File: src/rtl/gate_identifier.sv
// -----------------------------------------------------------------------------
// gate_identifier
//
// Identifies an unknown two-input combinational gate. A sweep drives the four
// input combinations {x,y} = 00, 01, 10, 11 onto the gate under observation.
// Each combination is held for SETTLE+1 cycles, and the gate response is
// sampled at the end of each hold. When the sweep completes, the captured
// truth table is registered and decoded into a gate code.
//
// Parameters
//   SETTLE   extra hold cycles per combination (1..15)
//
// Ports
//   clk      in   sole clock, rising edge
//   rst_n    in   asynchronous active-low reset
//   start    in   request a sweep (accepted only in IDLE)
//   abort    in   synchronous cancel of a sweep in progress
//   resp     in   output of the gate under observation
//   x, y     out  stimulus to the gate (0 outside DRIVE)
//   busy     out  high while a sweep is in progress
//   done     out  single-cycle pulse on sweep completion
//   truth    out  captured truth table, bit i = resp for {x,y} = i
//   gate_id  out  decoded gate code (7 = unknown)
//   valid    out  truth matched a known gate
// -----------------------------------------------------------------------------
module gate_identifier #(
    parameter int unsigned SETTLE = 2
) (
    input  logic       clk,
    input  logic       rst_n,
    input  logic       start,
    input  logic       abort,
    input  logic       resp,
    output logic       x,
    output logic       y,
    output logic       busy,
    output logic       done,
    output logic [3:0] truth,
    output logic [2:0] gate_id,
    output logic       valid
);

    typedef enum logic [1:0] {
        IDLE  = 2'd0,
        DRIVE = 2'd1,
        DONE  = 2'd2
    } state_e;

    localparam logic [3:0] SETTLE_C  = 4'(SETTLE);
    localparam logic [2:0] ID_NONE   = 3'd7;

    state_e     state_q, state_d;
    logic [1:0] idx_q, idx_d;
    logic [3:0] cnt_q, cnt_d;
    logic [3:0] shadow_q, shadow_d;
    logic [3:0] truth_q, truth_d;
    logic [2:0] id_q, id_d;
    logic       valid_q, valid_d;

    logic       sample;
    logic [3:0] captured;

    // Map a complete truth table onto the known gate codes.
    function automatic logic [2:0] decode_gate(input logic [3:0] t);
        case (t)
            4'b1110: decode_gate = 3'd0;  // OR
            4'b1000: decode_gate = 3'd1;  // AND
            4'b0001: decode_gate = 3'd2;  // NOR
            4'b0111: decode_gate = 3'd3;  // NAND
            4'b0110: decode_gate = 3'd4;  // XOR
            4'b1001: decode_gate = 3'd5;  // XNOR
            4'b0011: decode_gate = 3'd6;  // NOT x
            default: decode_gate = ID_NONE;
        endcase
    endfunction

    // Last cycle of the current hold: resp is captured on the closing edge.
    assign sample = (state_q == DRIVE) && (cnt_q == SETTLE_C);

    // Shadow bits with the current response merged in at the current index,
    // so the final registration sees all four bits in the same cycle.
    always_comb begin
        captured         = shadow_q;
        captured[idx_q]  = resp;
    end

    always_comb begin
        // NOTE: every variable gets its hold value first so no path through
        // the case statement leaves it unassigned and infers a latch.
        state_d  = state_q;
        idx_d    = idx_q;
        cnt_d    = cnt_q;
        shadow_d = shadow_q;
        truth_d  = truth_q;
        id_d     = id_q;
        valid_d  = valid_q;

        case (state_q)
            IDLE: begin
                // abort on the same edge blocks acceptance
                if (start && !abort) begin
                    state_d  = DRIVE;
                    idx_d    = 2'd0;
                    cnt_d    = 4'd0;
                    shadow_d = 4'd0;
                end
            end

            DRIVE: begin
                // abort wins over a coincident sample edge: nothing registers
                if (abort) begin
                    state_d  = IDLE;
                    idx_d    = 2'd0;
                    cnt_d    = 4'd0;
                    shadow_d = 4'd0;
                end else if (sample) begin
                    shadow_d = captured;
                    cnt_d    = 4'd0;
                    idx_d    = idx_q + 2'd1;
                    if (idx_q == 2'd3) begin
                        state_d = DONE;
                        truth_d = captured;
                        id_d    = decode_gate(captured);
                        valid_d = (decode_gate(captured) != ID_NONE);
                    end
                end else begin
                    cnt_d = cnt_q + 4'd1;
                end
            end

            DONE: begin
                state_d = IDLE;
            end

            default: begin
                state_d = IDLE;
            end
        endcase
    end

    // NOTE: state registers use non-blocking assignments so every flop
    // samples the pre-edge value of the others, independent of block order.
    always_ff @(posedge clk or negedge rst_n) begin
        if (!rst_n) begin
            state_q  <= IDLE;
            idx_q    <= 2'd0;
            cnt_q    <= 4'd0;
            shadow_q <= 4'd0;
            truth_q  <= 4'd0;
            id_q     <= ID_NONE;
            valid_q  <= 1'b0;
        end else begin
            state_q  <= state_d;
            idx_q    <= idx_d;
            cnt_q    <= cnt_d;
            shadow_q <= shadow_d;
            truth_q  <= truth_d;
            id_q     <= id_d;
            valid_q  <= valid_d;
        end
    end

    // Outputs decode directly from registered state, so reset clears them
    // without waiting for a clock edge.
    assign busy    = (state_q == DRIVE);
    assign done    = (state_q == DONE);
    assign x       = busy & idx_q[1];
    assign y       = busy & idx_q[0];
    assign truth   = truth_q;
    assign gate_id = id_q;
    assign valid   = valid_q;

endmodule
File: config.mk
export PLATFORM = sky130hd
export DESIGN_NAME = gate_identifier
export DESIGN_NICKNAME = d
export VERILOG_FILES = /design/src/rtl/gate_identifier.sv
export SDC_FILE = /design/constraint.sdc
export NUM_CORES = 1
export LEC_CHECK = 0
export CAP_MARGIN = 30
export CORE_MARGIN = 1
export CORE_UTILIZATION = 29
export CTS_CLUSTER_DIAMETER = 200
export DETAILED_ROUTE_END_ITERATION = 16
export PLACE_DENSITY = 0.51
export REMOVE_ABC_BUFFERS = 1
export SETUP_SLACK_MARGIN = 0.1
export SLEW_MARGIN = 20
export SYNTH_ARGS = -nofsm -noshare
export SYNTH_HDL_FRONTEND = slang
export SYNTH_SLANG_ARGS = --single-unit
File: constraint.sdc
create_clock -name clk -period 3.3 [get_ports clk]
set_input_delay 0.66 -clock clk [delete_from_list [all_inputs] [get_ports clk]]
set_output_delay 0.66 -clock clk [all_outputs]
set_load 0.02 [all_outputs]
== Yosys cells after proc, flatten, opt, wreduce, memory -nomap -nowiden ==
Cells that the tools add are included.

* Add/subtract/negate cells: 2
* Multipliers: 0
* Divide/modulo/power cells: 0
* $lt $le $gt $ge: 2
* Equality and inequality tests: 15
* Shifts and indexed selects: 0
* Multiplexer cells: 24
* Bitwise gates (word level): 3
* Reduce and logical (&&, ||, !) cells: 10

{| class="wikitable"
|+ Operators by type and width
! cell !! number
|-
| 3-bit one-hot mux with 7 select lines || 1
|-
| 4-bit 2-to-1 mux || 5
|-
| 4-bit one-hot mux with 2 select lines || 2
|-
| 2-bit 2-to-1 mux || 7
|-
| 4-bit equality test (second input constant) || 3
|-
| 3-bit 2-to-1 mux || 4
|-
| 4-bit by 2-bit equality test with 1-bit output (second input constant) || 2
|-
| 4-bit by 3-bit equality test with 1-bit output (second input constant) || 2
|-
| 2-bit one-hot mux with 2 select lines || 2
|-
| 3-bit by 2-bit != test with 1-bit output (second input constant) || 2
|-
| 3-bit AND reduction || 2
|-
| 4-bit by 1-bit adder with 4-bit output (second input constant) || 1
|-
| 4-bit bitwise mux || 1
|-
| 2-bit equality test (second input constant) || 2
|-
| 4-bit by 1-bit equality test with 1-bit output (second input constant) || 1
|-
| 4-bit AND reduction || 1
|-
| 1-bit logical AND || 3
|-
| 2-bit by 3-bit less-than comparator with 1-bit output (second input constant) || 1
|-
| 3-bit != test (second input constant) || 1
|-
| 2-bit by 1-bit adder with 2-bit output (second input constant) || 1
|-
| 1-bit AND || 2
|-
| 1-bit demux with 2-bit select || 1
|-
| 2-bit by 1-bit equality test with 1-bit output (second input constant) || 1
|-
| 2-bit by 1-bit >= comparator with 1-bit output (second input constant) || 1
|-
| 7 further kinds || 7
|}

* Register bits: 20
* Bits in latches: 0
* RAM bits: 0
* ROM bits: 0
* Bits of input ports: 5
* Output and inout port bits: 12
* Logic and storage cells: 63
* Memories: 0

== Depth between registers and ports, before layout ==
Gate-level depths: netlist of run 1.

* Word-level depth: 12
* Mapped depth: 7

== Least setup slack after synthesis of run 1 ==
OpenSTA, ideal clock, no wires.

* Path kind: reg2out
* From: register state_q[0]
* To: output x
* Data arrival time: 1141 ps
* Required time: 2640 ps
* Path slack: 1499 ps
* Stages on the path, launching flop included: 3
* Path buffers: 0
* Cell sequence: dfrtp_1 -> nor2b_1 -> and2_1

* Cells in the longest elaborated chain, start to end: 2

{| class="wikitable"
|+ RTL lines
! element !! line !! text
|-
| start: declaration || 52 || <nowiki>state_e state_q, state_d;</nowiki>
|-
| start signal: assignment || 153 || <nowiki>state_q <= state_d;</nowiki>
|-
| 2-bit by 1-bit equality test with 1-bit output || 165 || <nowiki>assign busy = (state_q == DRIVE);</nowiki>
|-
| named net busy || 36 || <nowiki>output logic busy,</nowiki>
|-
| 1-bit AND || 167 || <nowiki>assign x = busy & idx_q[1];</nowiki>
|-
| end: declaration || 34 || <nowiki>output logic x,</nowiki>
|}

The timed path passes the listed nets, and every way through them passes these cells.

== Worst setup path in the final report of run 1 ==
* From: register state_q[0]
* To: output y

* Cells in the longest elaborated chain, start to end: 2

{| class="wikitable"
|+ RTL lines
! element !! line !! text
|-
| 2-bit by 1-bit equality test with 1-bit output || 165 ||
|-
| 1-bit AND || 168 || <nowiki>assign y = busy & idx_q[0];</nowiki>
|-
| end: declaration || 35 || <nowiki>output logic y,</nowiki>
|}

No other way between the ends.

==> metrics, run 1 <==
area grow syn2layout=22.4%; fraction of registers with async set/reset=between 90% and 100%; clock sinks=20; final hold violations=0; most common cell in the netlist=nand2_1; PD cells=approximately 350 mW/mm²; drt via density=4.58; synth warn=0; Power, Total=0.452 mW; Clk pwr share=between 20% and 30%; combinational share of power=15.5%; GR Util All Layers=11.9%; delay-heaviest family, CP=buffers and inverters; Finish-stage setup viols=0; # resized after CTS=0; post-synth top area share=between 40% and 50%; First-pass DRT Iterations=4; Root Driver=clkbuf_4; utilization after layout=a little under two fifths; post-synth top area cell=dfrtp_1; Req. time, crit path=about 2.6 ns; CP cell instances=nor2b_1 > and2_1 > clkdlybuf4s50_1; outcome=finished, final reports clean; # hold bufs at CTS=0; Post-DP HPWL=1450 µm; Post-route DRC=0; core area=between 0.003 and 0.004 mm²; number of synthesized flops with an enable pin=0; Crit. End Element=primary output; 1st-iter DRT viols=47; initial core utilization=about 31%; Hold Crit Class=reg2reg; CP max-delay cell=clkdlybuf4s50_1; Die W=approximately 62 µm; Ant. Diodes=0; fraction of layout cells with a size suffix above 1=under 10%; die height=between 60 and 70 µm; Worst Tran Pin Value=0.595 ns; Int Power=between 0.3 and 0.4 mW; Net Sw Frac=a little over a quarter; post-layout min period=roughly 2.4 ns; initial antenna violation count=0; first-pass GRT wire length=around 3600 µm; VDD IR max=roughly 0.17 mV; RSZ-0062 raised after global routing=false; crit-path max FO=8; Period Utilization, post-route=between 70% and 80%; CTS tree=yes; Max Buffers Root-to-Sink=2; max-slew violation count=0; Seq pwr share=between 50% and 60%; top cells by count, synth=nand2_1 (18), dfrtp_1 (17), o21ai_0 (11), nor2_1 (8), ha_1 (6); worst path bufs/invs=1; Clk pin slew, worst setup/hold paths=0.12 ns; largest net degree at the start of global routing=21; Synth Area per Inst=between 9 and 10 µm²; area of the die=~0.0039 mm²; vias in the first global route=roughly 800; CP Launch Type=register; Post-synth top flop=dfrtp_1; final wirelength=approximately 2000 µm; H-tree levels=1; DR vias=~780; setup repair bufs after CTS=0; net count reported at finish=137; Worst EP arrival=1.78 ns; Max Clk Rate=just over 400 MHz; register area share after synthesis=a little under half; Crit Path Category=reg2out; ranking of synthesized cells by area=dfrtp_1 (40%), dfstp_2 (7.5%), ha_1 (7.1%), nand2_1 (6.4%), o21ai_0 (5.2%); IO Count=17; row count=21; setup TNS=0 ns; Num CTS Buffers=3; I/O Buffers=16; Unique masters post-synth=29; leakage=0.567 nW; Syn Std Cell Area=between 0.001 and 0.0015 mm²; NetSw=about 0.12 mW; wire per inst=~12 µm; headroom to the max-slew limit=about three fifths; worst skew pair latency=~0.30 ns; clock skew=0.0135 ns; Largest stage delay, worst path=around 0.6 ns; RePlAce Congestion=~0.75; max_cap viols=0; number of synthesized register bits=20; Final ANT Viol Nets=0; grt ovf=0; cell count after synthesis=roughly 110
-- cells in the final DEF, fill, tap and decap left out, types with 2 or more instances in the layout --
cell	n
o21ai_0	11
nor2_1	8
nand2_1	18
a31oi_1	2
nor2b_1	2
mux2i_1	4
nand3_1	2
o31ai_1	5
and2_1	2
ha_1	6
inv_1	5
clkbuf_4	3
nor3_1	2
dfstp_2	3
clkdlybuf4s50_1	16
nor3b_1	2
dfrtp_1	17
nand2b_1	2
a21o_1	2
-- layer usage --
layer,share of wire (%),global-route usage [%]
met5,0,0
met4,0.45,3.49
met3,3.8,3.68
met2,46,19.6
met1,49,14.9
-- worst paths after layout --
path / cells past startpoint / endpoint / slack (ns) / startpoint
worst min register to register: 2 / gate_id[0]$_DFFE_PN1P_ / 0.48 / gate_id[0]$_DFFE_PN1P_
max in group asynchronous: 2 / gate_id[0]$_DFFE_PN1P_ / 2.09 / rst_n
worst max-delay path: 3 / y / 0.86 / state_q[0]$_DFFE_PN0P_
worst min-delay path: 2 / gate_id[0]$_DFFE_PN1P_ / 0.48 / gate_id[0]$_DFFE_PN1P_
min in group asynchronous: 1 / state_q[0]$_DFFE_PN0P_ / 0.66 / rst_n
worst max register to register: 7 / gate_id[2]$_DFFE_PN1P_ / 1.33 / cnt_q[0]$_DFFE_PN0P_
-- power by group through the flow --
stage | Clock [mW] | Combinational, mW | Sequential, mW
6_report | 0.120 | 0.0701 | 0.262
2_1_floorplan | 0 | 0.0429 | 0.265
3_5_place_dp | 0 | 0.0697 | 0.266
5_1_grt | 0.138 | 0.0809 | 0.264
4_1_cts | 0.131 | 0.0705 | 0.262
3_3_place_gp | 0 | 0.0693 | 0.266
-- kinds of logic after synthesis --
family                   count (synthesis)  share of synthesized area [%]
AO/OA/AOI/OAI                           25                           16.9
adder cells (fa/ha/maj)                  6                           7.11
XOR/XNOR                                 1                          0.830
buffers and inverters                    8                           4.27
flip-flops                              20                           47.7
multiplexers                             4                           3.79
AND/OR/NAND/NOR                         42                           19.3
-- tightest hold or removal path: cells and delay by family (launching register included) --
family,cells,cell delay (ns)
AO/OA/AOI/OAI,1,0.06
AND/OR/NAND/NOR,1,0.05
flip-flops,1,0.38
-- final cells by class --
class                      instances  area (µm²)
fill                             356        2120
multi-input combinational         78         507
sequential                        20         504
timing repair buffer              18         179
tap                               46        57.6
clock buffer                       4        26.3
inverter                           5        18.8
-- state kept, by name, indices dropped and copies added (netlist names) --
signal and flops:
idx_q 2, valid 1, state_q 2, gate_id 3, shadow_q 4, truth 4
cnt_q 4
-- per-stage QoR --
step / setup slack, ns / cells / cell area (µm²) / hold WS, ns
4_1_cts: 0.809 / 170 / 1280 / 0.492
5_1_grt: 0.704 / 171 / 1290 / 0.512
3_5_place_dp: 0.822 / 166 / 1250 / 0.466
2_1_floorplan: 1.47 / 103 / 1030 / 0.364
3_3_place_gp: 0.810 / 166 / 1250 / 0.463
6_report: 0.861 / 171 / 1290 / 0.485
(Power assumes the default switching activity.)
==> run 2: changes to the inputs <==
Settings changed: PLACE_DENSITY 0.51 to 0.52.
Clock period 3.3 ns to 2.1 ns, I/O delays scaled along.
==> metrics, run 2 (same netlist as run 1, synthesis figures left out) <==
Die W=62.3 µm (unchanged); PD cells=616 mW/mm² (was 350 mW/mm²); outcome=finished, final reports clean (unchanged); clock sinks=20 (unchanged); area of the die=0.00389 mm² (unchanged); CP max-delay cell=clkdlybuf4s50_1 (unchanged); Root Driver=clkbuf_4 (unchanged); headroom to the max-slew limit=70.0% (was 59.2%); setup TNS=0 ns (unchanged); CP Launch Type=register (unchanged); CTS tree=yes (unchanged); Finish-stage setup viols=0 (unchanged); Period Utilization, post-route=between 80% and 90%; clock skew=0.000670 ns (was 0.0135 ns); vias in the first global route=829 (was 805); IO Count=17 (unchanged); Post-route DRC=0 (unchanged); net count reported at finish=145 (was 137); final hold violations=0 (unchanged); Post-DP HPWL=1610 µm (was 1450 µm); Crit. End Element=primary output (unchanged); area grow syn2layout=30.9% (was 22.4%); Req. time, crit path=1.68 ns (was 2.64 ns); Clk pin slew, worst setup/hold paths=0.12 ns (about the same); First-pass DRT Iterations=4 (unchanged); Worst Tran Pin Value=0.446 ns (was 0.595 ns); Num CTS Buffers=3 (unchanged); row count=21 (unchanged); filler instances=356 (unchanged); RSZ-0062 raised after global routing=false (unchanged); 1st-iter DRT viols=22 (was 47); Crit Path Category=reg2out (unchanged); post-layout min period=between 1.5 and 2 ns; core area=0.00342 mm² (unchanged); Largest stage delay, worst path=0.60 ns (was 0.59 ns); Final ANT Viol Nets=0 (unchanged); Max Buffers Root-to-Sink=2 (unchanged); Max Clk Rate=roughly 530 MHz; worst skew pair latency=0.30 ns (about the same); max-slew violation count=0 (unchanged); commonest non-fill, non-tap cell in the layout=nand2_1 (unchanged); fraction of layout cells with a size suffix above 1=15.8% (was 8.80%); setup repair bufs after CTS=0 (unchanged); first-pass GRT wire length=3840 µm (was 3640 µm); final wirelength=2140 µm (was 2020 µm); delay-heaviest family, CP=buffers and inverters (unchanged); max_cap viols=0 (unchanged); largest net degree at the start of global routing=21 (unchanged); RePlAce Congestion=0.769 (was 0.750); grt ovf=0 (unchanged); crit-path max FO=2 (was 8); GR Util All Layers=12.5% (was 11.9%); Worst EP arrival=1.45 ns (was 1.78 ns); worst path bufs/invs=1 (unchanged); initial antenna violation count=0 (unchanged); placed cell count=175 (was 166); I/O Buffers=16 (unchanged); most frequent cells in the layout=nand2_1 (18), dfrtp_1 (17), clkdlybuf4s50_1 (12), o21ai_0 (11), buf_4 (10) (was nand2_1 (18), dfrtp_1 (17), clkdlybuf4s50_1 (16), o21ai_0 (11), nor2_1 (8)); CP cell instances=clkdlybuf4s50_1 (was nor2b_1 > and2_1 > clkdlybuf4s50_1); Hold Crit Class=in2async (was reg2reg); DR vias=822 (was 783); drt via density=4.59 (was 4.58); initial core utilization=30.9% (unchanged); Ant. Diodes=0 (unchanged); leakage=0.640 nW (was 0.567 nW); die height=62.3 µm (unchanged); VDD IR max=0.297 mV (was 0.169 mV); H-tree levels=1 (unchanged); non-filler cells, final=179 (was 171); wire per inst=11.9 µm (was 11.8 µm)
-- run 2: worst paths after layout --
kind / startpoint / end / slack, ns / depth (start not counted)
min: rst_n / state_q[0]$_DFFE_PN0P_ / 0.44 / 2
max reg2reg: cnt_q[0]$_DFFE_PN0P_ / gate_id[2]$_DFFE_PN1P_ / 0.35 / 8
min reg2reg: gate_id[0]$_DFFE_PN1P_ / gate_id[0]$_DFFE_PN1P_ / 0.49 / 2
min in group clk: gate_id[0]$_DFFE_PN1P_ / gate_id[0]$_DFFE_PN1P_ / 0.49 / 2
max: gate_id[2]$_DFFE_PN1P_ / gate_id[2] / 0.23 / 1
max in group asynchronous: rst_n / gate_id[1]$_DFFE_PN1P_ / 1.39 / 2
-- run 2: cell type report --
class	instances	area (µm²)	area share [%]
clock buffer	3	22.5	1.63
sequential	20	504	36.5
timing repair buffer	26	234	16.9
tap	46	57.6	4.16
multi-input combinational	78	515	37.3
clock inverter	1	30.0	2.17
inverter	5	18.8	1.36
-- run 2: repair_timing --
item                                    in CTS  in global routing
gates resized for setup                      4                  2
hold buffers                                 0                  0
endpoints found under the setup margin       4                  3
-- run 2: routing by layer --
| metal | share of wire [%] | vias to the layer above | track usage [%] |
|---|---|---|---|
| met2 | 46 | 14 | 19.6 |
| met1 | 50 | 385 | 17.1 |
| met3 | 4.1 | 2 | 3.68 |
| li1 | - | 421 | - |
| met4 | 0.61 | 0 | 2.33 |
| met5 | 0 | - | 0 |
-- run 2: power breakdown --
part	leakage [nW]	switching [mW]	internal [mW]
logic	0.347	0.0662	0.0570
clock network	0.0279	0.126	0.193
registers	0.265	0.0127	0.397
-- run 2: through the flow --
stage / total power [mW] / instance area (µm²) / hold WS, ns / utilization (%) / setup slack (ns)
detailed placement: 0.541 / 1320 / 0.465 / 38.7 / 0.0802
finish: 0.852 / 1380 / 0.443 / 40.5 / 0.226
global route: 0.895 / 1380 / 0.457 / 40.5 / 0.181
global placement: 0.539 / 1320 / 0.463 / 38.7 / 0.124
floorplan: 0.484 / 1030 / 0.124 / - / 0.441
CTS: 0.860 / 1370 / 0.456 / 40.2 / 0.114
